### src/rtl/axi_lite_master.sv
// rtl/axi_lite_master.sv - single-outstanding AXI4-Lite initiator driven by a command/response handshake
module axi_lite_master #(
    parameter int ADDR_WIDTH = 32,
    parameter int DATA_WIDTH = 32
) (
    input  logic                      aclk,
    input  logic                      aresetn,
    input  logic                      cmd_valid,
    output logic                      cmd_ready,
    input  logic                      cmd_write,
    input  logic [ADDR_WIDTH-1:0]     cmd_addr,
    input  logic [DATA_WIDTH-1:0]     cmd_wdata,
    input  logic [DATA_WIDTH/8-1:0]   cmd_wstrb,
    output logic                      rsp_valid,
    input  logic                      rsp_ready,
    output logic                      rsp_write,
    output logic [DATA_WIDTH-1:0]     rsp_rdata,
    output logic [1:0]                rsp_resp,
    output logic [ADDR_WIDTH-1:0]     m_axi_awaddr,
    output logic [2:0]                m_axi_awprot,
    output logic                      m_axi_awvalid,
    input  logic                      m_axi_awready,
    output logic [DATA_WIDTH-1:0]     m_axi_wdata,
    output logic [DATA_WIDTH/8-1:0]   m_axi_wstrb,
    output logic                      m_axi_wvalid,
    input  logic                      m_axi_wready,
    input  logic [1:0]                m_axi_bresp,
    input  logic                      m_axi_bvalid,
    output logic                      m_axi_bready,
    output logic [ADDR_WIDTH-1:0]     m_axi_araddr,
    output logic [2:0]                m_axi_arprot,
    output logic                      m_axi_arvalid,
    input  logic                      m_axi_arready,
    input  logic [DATA_WIDTH-1:0]     m_axi_rdata,
    input  logic [1:0]                m_axi_rresp,
    input  logic                      m_axi_rvalid,
    output logic                      m_axi_rready
);
    localparam int STRB_WIDTH = DATA_WIDTH / 8;

    typedef enum logic [2:0] {IDLE, WR, WR_RESP, RD_ADDR, RD_DATA, RSP} state_t;

    state_t                  state_q, state_d;
    logic                    cmd_ready_q, cmd_ready_d;
    logic                    awvalid_q, awvalid_d;
    logic                    wvalid_q, wvalid_d;
    logic                    aw_done_q, aw_done_d;
    logic                    w_done_q, w_done_d;
    logic                    bready_q, bready_d;
    logic                    arvalid_q, arvalid_d;
    logic                    rready_q, rready_d;
    logic                    rsp_valid_q, rsp_valid_d;
    logic                    rsp_write_q, rsp_write_d;
    logic [1:0]              rsp_resp_q, rsp_resp_d;
    logic [DATA_WIDTH-1:0]   rsp_rdata_q, rsp_rdata_d;
    logic [ADDR_WIDTH-1:0]   awaddr_q, awaddr_d;
    logic [ADDR_WIDTH-1:0]   araddr_q, araddr_d;
    logic [DATA_WIDTH-1:0]   wdata_q, wdata_d;
    logic [STRB_WIDTH-1:0]   wstrb_q, wstrb_d;

    always_comb begin
        state_d     = state_q;
        cmd_ready_d = cmd_ready_q;
        awvalid_d   = awvalid_q;
        wvalid_d    = wvalid_q;
        aw_done_d   = aw_done_q;
        w_done_d    = w_done_q;
        bready_d    = bready_q;
        arvalid_d   = arvalid_q;
        rready_d    = rready_q;
        rsp_valid_d = rsp_valid_q;
        rsp_write_d = rsp_write_q;
        rsp_resp_d  = rsp_resp_q;
        rsp_rdata_d = rsp_rdata_q;
        awaddr_d    = awaddr_q;
        araddr_d    = araddr_q;
        wdata_d     = wdata_q;
        wstrb_d     = wstrb_q;

        case (state_q)
            IDLE: begin
                if (cmd_valid && cmd_ready_q) begin
                    cmd_ready_d = 1'b0;
                    if (cmd_write) begin
                        state_d   = WR;
                        awaddr_d  = cmd_addr;
                        wdata_d   = cmd_wdata;
                        wstrb_d   = cmd_wstrb;
                        awvalid_d = 1'b1;
                        wvalid_d  = 1'b1;
                        aw_done_d = 1'b0;
                        w_done_d  = 1'b0;
                    end else begin
                        state_d   = RD_ADDR;
                        araddr_d  = cmd_addr;
                        arvalid_d = 1'b1;
                    end
                end
            end

            // AW and W retire independently; each valid drops for good once its handshake is seen
            WR: begin
                if (awvalid_q && m_axi_awready) begin
                    awvalid_d = 1'b0;
                    aw_done_d = 1'b1;
                end
                if (wvalid_q && m_axi_wready) begin
                    wvalid_d = 1'b0;
                    w_done_d = 1'b1;
                end
                if (aw_done_d && w_done_d) begin
                    state_d  = WR_RESP;
                    bready_d = 1'b1;
                end
            end

            WR_RESP: begin
                if (bready_q && m_axi_bvalid) begin
                    bready_d    = 1'b0;
                    rsp_resp_d  = m_axi_bresp;
                    rsp_rdata_d = '0;
                    rsp_write_d = 1'b1;
                    rsp_valid_d = 1'b1;
                    state_d     = RSP;
                end
            end

            RD_ADDR: begin
                if (arvalid_q && m_axi_arready) begin
                    arvalid_d = 1'b0;
                    rready_d  = 1'b1;
                    state_d   = RD_DATA;
                end
            end

            RD_DATA: begin
                if (rready_q && m_axi_rvalid) begin
                    rready_d    = 1'b0;
                    rsp_rdata_d = m_axi_rdata;
                    rsp_resp_d  = m_axi_rresp;
                    rsp_write_d = 1'b0;
                    rsp_valid_d = 1'b1;
                    state_d     = RSP;
                end
            end

            RSP: begin
                if (rsp_valid_q && rsp_ready) begin
                    rsp_valid_d = 1'b0;
                    cmd_ready_d = 1'b1;
                    state_d     = IDLE;
                end
            end

            default: begin
                state_d     = IDLE;
                cmd_ready_d = 1'b1;
                awvalid_d   = 1'b0;
                wvalid_d    = 1'b0;
                bready_d    = 1'b0;
                arvalid_d   = 1'b0;
                rready_d    = 1'b0;
                rsp_valid_d = 1'b0;
            end
        endcase
    end

    always_ff @(posedge aclk or negedge aresetn) begin
        if (!aresetn) begin
            state_q     <= IDLE;
            cmd_ready_q <= 1'b1;
            awvalid_q   <= 1'b0;
            wvalid_q    <= 1'b0;
            aw_done_q   <= 1'b0;
            w_done_q    <= 1'b0;
            bready_q    <= 1'b0;
            arvalid_q   <= 1'b0;
            rready_q    <= 1'b0;
            rsp_valid_q <= 1'b0;
            rsp_write_q <= 1'b0;
            rsp_resp_q  <= 2'b00;
            rsp_rdata_q <= '0;
            awaddr_q    <= '0;
            araddr_q    <= '0;
            wdata_q     <= '0;
            wstrb_q     <= '0;
        end else begin
            state_q     <= state_d;
            cmd_ready_q <= cmd_ready_d;
            awvalid_q   <= awvalid_d;
            wvalid_q    <= wvalid_d;
            aw_done_q   <= aw_done_d;
            w_done_q    <= w_done_d;
            bready_q    <= bready_d;
            arvalid_q   <= arvalid_d;
            rready_q    <= rready_d;
            rsp_valid_q <= rsp_valid_d;
            rsp_write_q <= rsp_write_d;
            rsp_resp_q  <= rsp_resp_d;
            rsp_rdata_q <= rsp_rdata_d;
            awaddr_q    <= awaddr_d;
            araddr_q    <= araddr_d;
            wdata_q     <= wdata_d;
            wstrb_q     <= wstrb_d;
        end
    end

    assign cmd_ready     = cmd_ready_q;
    assign rsp_valid     = rsp_valid_q;
    assign rsp_write     = rsp_write_q;
    assign rsp_rdata     = rsp_rdata_q;
    assign rsp_resp      = rsp_resp_q;
    assign m_axi_awaddr  = awaddr_q;
    assign m_axi_awprot  = 3'b000;
    assign m_axi_awvalid = awvalid_q;
    assign m_axi_wdata   = wdata_q;
    assign m_axi_wstrb   = wstrb_q;
    assign m_axi_wvalid  = wvalid_q;
    assign m_axi_bready  = bready_q;
    assign m_axi_araddr  = araddr_q;
    assign m_axi_arprot  = 3'b000;
    assign m_axi_arvalid = arvalid_q;
    assign m_axi_rready  = rready_q;

endmodule

### config.mk
export PLATFORM = sky130hd
export DESIGN_NAME = axi_lite_master
export DESIGN_NICKNAME = d
export VERILOG_FILES = /design/src/rtl/axi_lite_master.sv
export SDC_FILE = /design/constraint.sdc
export NUM_CORES = 1
export LEC_CHECK = 0
export ABC_AREA = 0
export CAP_MARGIN = 20
export CORE_ASPECT_RATIO = 1.75
export CORE_MARGIN = 2
export CORE_UTILIZATION = 36
export CTS_CLUSTER_DIAMETER = 30
export DETAILED_ROUTE_END_ITERATION = 8
export PLACE_DENSITY = 0.67
export SLEW_MARGIN = 20
export SYNTH_ARGS = -nofsm -noshare
export SYNTH_HDL_FRONTEND = slang
export SYNTH_SLANG_ARGS = --single-unit
export TNS_END_PERCENT = 1
### constraint.sdc
create_clock -name aclk -period 2.27 [get_ports aclk]
set_clock_uncertainty 0.05 [all_clocks]
set_input_delay 0.454 -clock aclk [delete_from_list [all_inputs] [get_ports aclk]]
set_output_delay 0.454 -clock aclk [all_outputs]
set_load 0.1 [all_outputs]
==> results.tsv <==
metric	value	unit
Seq/Total Area, Yosys	63.7	%
Root Driver	clkbuf_16	
Synth Area in Compound Gates	8.66	%
status	completed	
xor/xnor share of the synthesized area	0	%
Pleak	4.49	nW
Layout area overhead	52.8	%
Final #Nets	771	
area of the mapped netlist	5780	sq um
DRT antenna net count	0	
Critical Path AT	2.23	ns
Yosys cell types	38	
drc violations	0	
Final min period	1.98	ns
DR iter-0 viols	93	
CORE AREA	15800	sq um
layout cell share with drive strength beyond 1	43.9	%
RD Place Congestion	0.789	
final instance area	8830	sq um
clk sinks	147	
sw power	0.00129	W
peak supply drop	0.350	mV
Die H	172	um
CTS tree	yes	
sequential share of power	45.5	%
Synth Instances	393	
die area	17100	sq um
total CTS buffers	17	
buffers added on ports	255	
setup bufs post-CTS	0	
clk_lat worst skew	0.40	ns
H-tree levels	4	
max-cap violations	0	
initial antenna violation count	0	
CP Class	flip-flop to flip-flop	
largest net degree at the start of global routing	49	
DR vias/cell	4.97	
mean area per synthesized cell	14.7	sq um
WL final	16100	um
WL/cell	18.8	um
Yosys reg bits	147	
period utilization	87.4	%
Total Neg Setup Slack	0	ns
Fin. Hold Viols	0	
# setup viols final	0	
# IOs	262	
Slew Limit Fails	0	
internal power	0.00448	W
Post-DP Area	8230	sq um
main combinational cell family by area after synthesis	multiplexers	
Tot Pwr	0.00576	W
# rows	61	
vias in the first global route	4556	
Switching Fraction	22.3	%
Initial Util	36.6	%
power density cells	652	nW/um^2
diodes inserted	0	
Yosys Warn Count	0	
post-synthesis simple-gate area fraction	4.00	%
First-pass DRT Iterations	4	
clock share of power	49.0	%
CP Data Required Time	2.51	ns
CP endpoint kind	flip-flop	
GR Overflow Total	0	
Die W	99.8	um
DP Wirelength	12100	um
first-pass GRT wire length	24600	um
worst-path fanout max	29	
Post-CTS Resized	0	
pre-CTS setup slack	0.0752	ns
routed vias	4266	
crit path launch type	flip-flop	
Hold Crit Class	flip-flop to flip-flop	
setup ws final	0.287	ns
multiplexer area fraction after synthesis	20.2	%
post-synthesis adder-cell area fraction	0	%
clock tree buffer depth	2	
fmax	0.504	GHz
GRT Resource Usage Total	18.7	%
RSZ-0062 raised after global routing	false	
Comb pwr share	5.6	%
clk slew on worst S/H paths	0.06	ns
==> worst max-delay path, cell delays in order, from the launching register on <==
cell	delay, ns
dfrtp_1	0.37
or3_1	0.52
nor2_4	0.32
buf_12	0.24
mux2_2	0.36
==> cell usage after synthesis (all sizes together) <==
library cell  number  area share (%)
nand3b             2            0.26
nand3              4            0.35
a32oi              1            0.15
a21bo              1            0.17
mux2i              2            0.35
a22o              32             4.8
o22a               1            0.15
dfrtp            146              63
or2                1            0.11
nand2b             6            0.65
nor3               1            0.28
dfstp              1            0.45
nand4b             2            0.30
and2b              1            0.13
a31oi              3            0.32
a211oi             1            0.13
a21o               1            0.13
o2bb2ai            2            0.30
nor2b              4            0.43
nand4              1            0.11
or3                1            0.11
o21ai             14             1.2
mux2             102              20
buf               23             2.8
a21oi             11            0.95
nor2               8            0.65
clkbuf             8            0.52
o211ai             1            0.13
conb               1           0.065
nand2              8            0.52
o2111ai            1            0.15
inv                1           0.065
and3               1            0.11
==> cells in the final DEF, fill, tap and decap left out, types with 2 or more instances in the layout <==
cell and count:
buf_4 151, dfrtp_1 146, clkdlybuf4s50_1 112, mux2_2 101, a22o_1 32, clkbuf_16 17
o21ai_0 14, a21oi_1 11, nand2_1 8, nor2_1 7, nand2b_1 6, conb_1 6
buf_12 6, nand3_1 4, nor2b_1 4, a31oi_1 3, clkinvlp_4 3, inv_6 3
clkinv_4 3, nand3b_1 2, nand4b_1 2, mux2i_1 2, o2bb2ai_1 2, clkbuf_1 2
bufinv_16 2
==> cells by family (layout without fill, tap and decap cells) <==
| group | after synthesis | after routing |
|---|---|---|
| compound gates | 69 | 69 |
| flops | 147 | 147 |
| other cells | 1 | 6 |
| simple gates | 40 | 40 |
| mux | 104 | 104 |
| buf+inv | 32 | 304 |
==> layer usage <==
metal | up-vias | global-route usage (%) | part of all wire [%] | wire length, um
met5 | - | 0 | 0 | 0
met4 | 0 | 8.52 | 3.1 | 497
met3 | 26 | 4.19 | 4.8 | 778
met2 | 158 | 33.5 | 56 | 9080
met1 | 2141 | 21.0 | 36 | 5800
li1 | 1941 | - | - | -
==> power groups by stage <==
| stage | logic [W] | registers [W] | clock network (W) |
|---|---|---|---|
| after floorplan | 0.0000554 | 0.00267 | 0 |
| after global placement | 0.000318 | 0.00267 | 0 |
| after detailed placement | 0.000323 | 0.00267 | 0 |
| after CTS | 0.000326 | 0.00262 | 0.00289 |
| after global routing | 0.000347 | 0.00262 | 0.00302 |
| final | 0.000321 | 0.00262 | 0.00282 |
==> registers in the layout, summed over array words and instances (netlist names), 2 cells and up <==
name / flops
m_axi_awaddr: 32
rsp_resp: 2
m_axi_wdata: 32
m_axi_wstrb: 4
state_q: 3
m_axi_araddr: 32
rsp_rdata: 32
==> worst paths after layout <==
check / slack, ns / end / from / depth (start not counted)
setup / recovery: 0.29 / m_axi_wdata[22] / state_q[1] / 4
hold / removal: 0.44 / rsp_resp[1] / rsp_resp[1] / 2
setup reg to reg: 0.29 / m_axi_wdata[22] / state_q[1] / 4
hold reg to reg: 0.44 / rsp_resp[1] / rsp_resp[1] / 2
max in group asynchronous: 1.06 / rsp_rdata[10] / aresetn / 3
min in group asynchronous: 0.51 / m_axi_araddr[1] / aresetn / 2
==> area by class of cell <==
| type | count | area (sq um) |
|---|---|---|
| flip-flops and latches | 147 | 3680 |
| fillers | 1342 | 6970 |
| repair buffers | 271 | 2400 |
| clock buffers | 20 | 447 |
| multi-input cells | 219 | 1920 |
| well taps | 189 | 236 |
| clock inverters | 12 | 146 |
| inverters | 1 | 3.75 |
==> repair_timing <==
action                     4_1_cts  5_1_grt
setup endpoints to repair        0        0
hold buffers                     1        0
hold endpoints to repair        42        0
==> through the flow <==
step / utilization [%] / hold WS [ns] / std cells
after detailed placement: 52.1 / 0.388 / 826
final: 55.9 / 0.443 / 859
after global routing: 55.9 / 0.465 / 859
after floorplan: - / 0.108 / 398
after CTS: 55.9 / 0.446 / 859
after global placement: 52.1 / 0.381 / 826
Note: power is estimated with default switching activity, not from simulation.
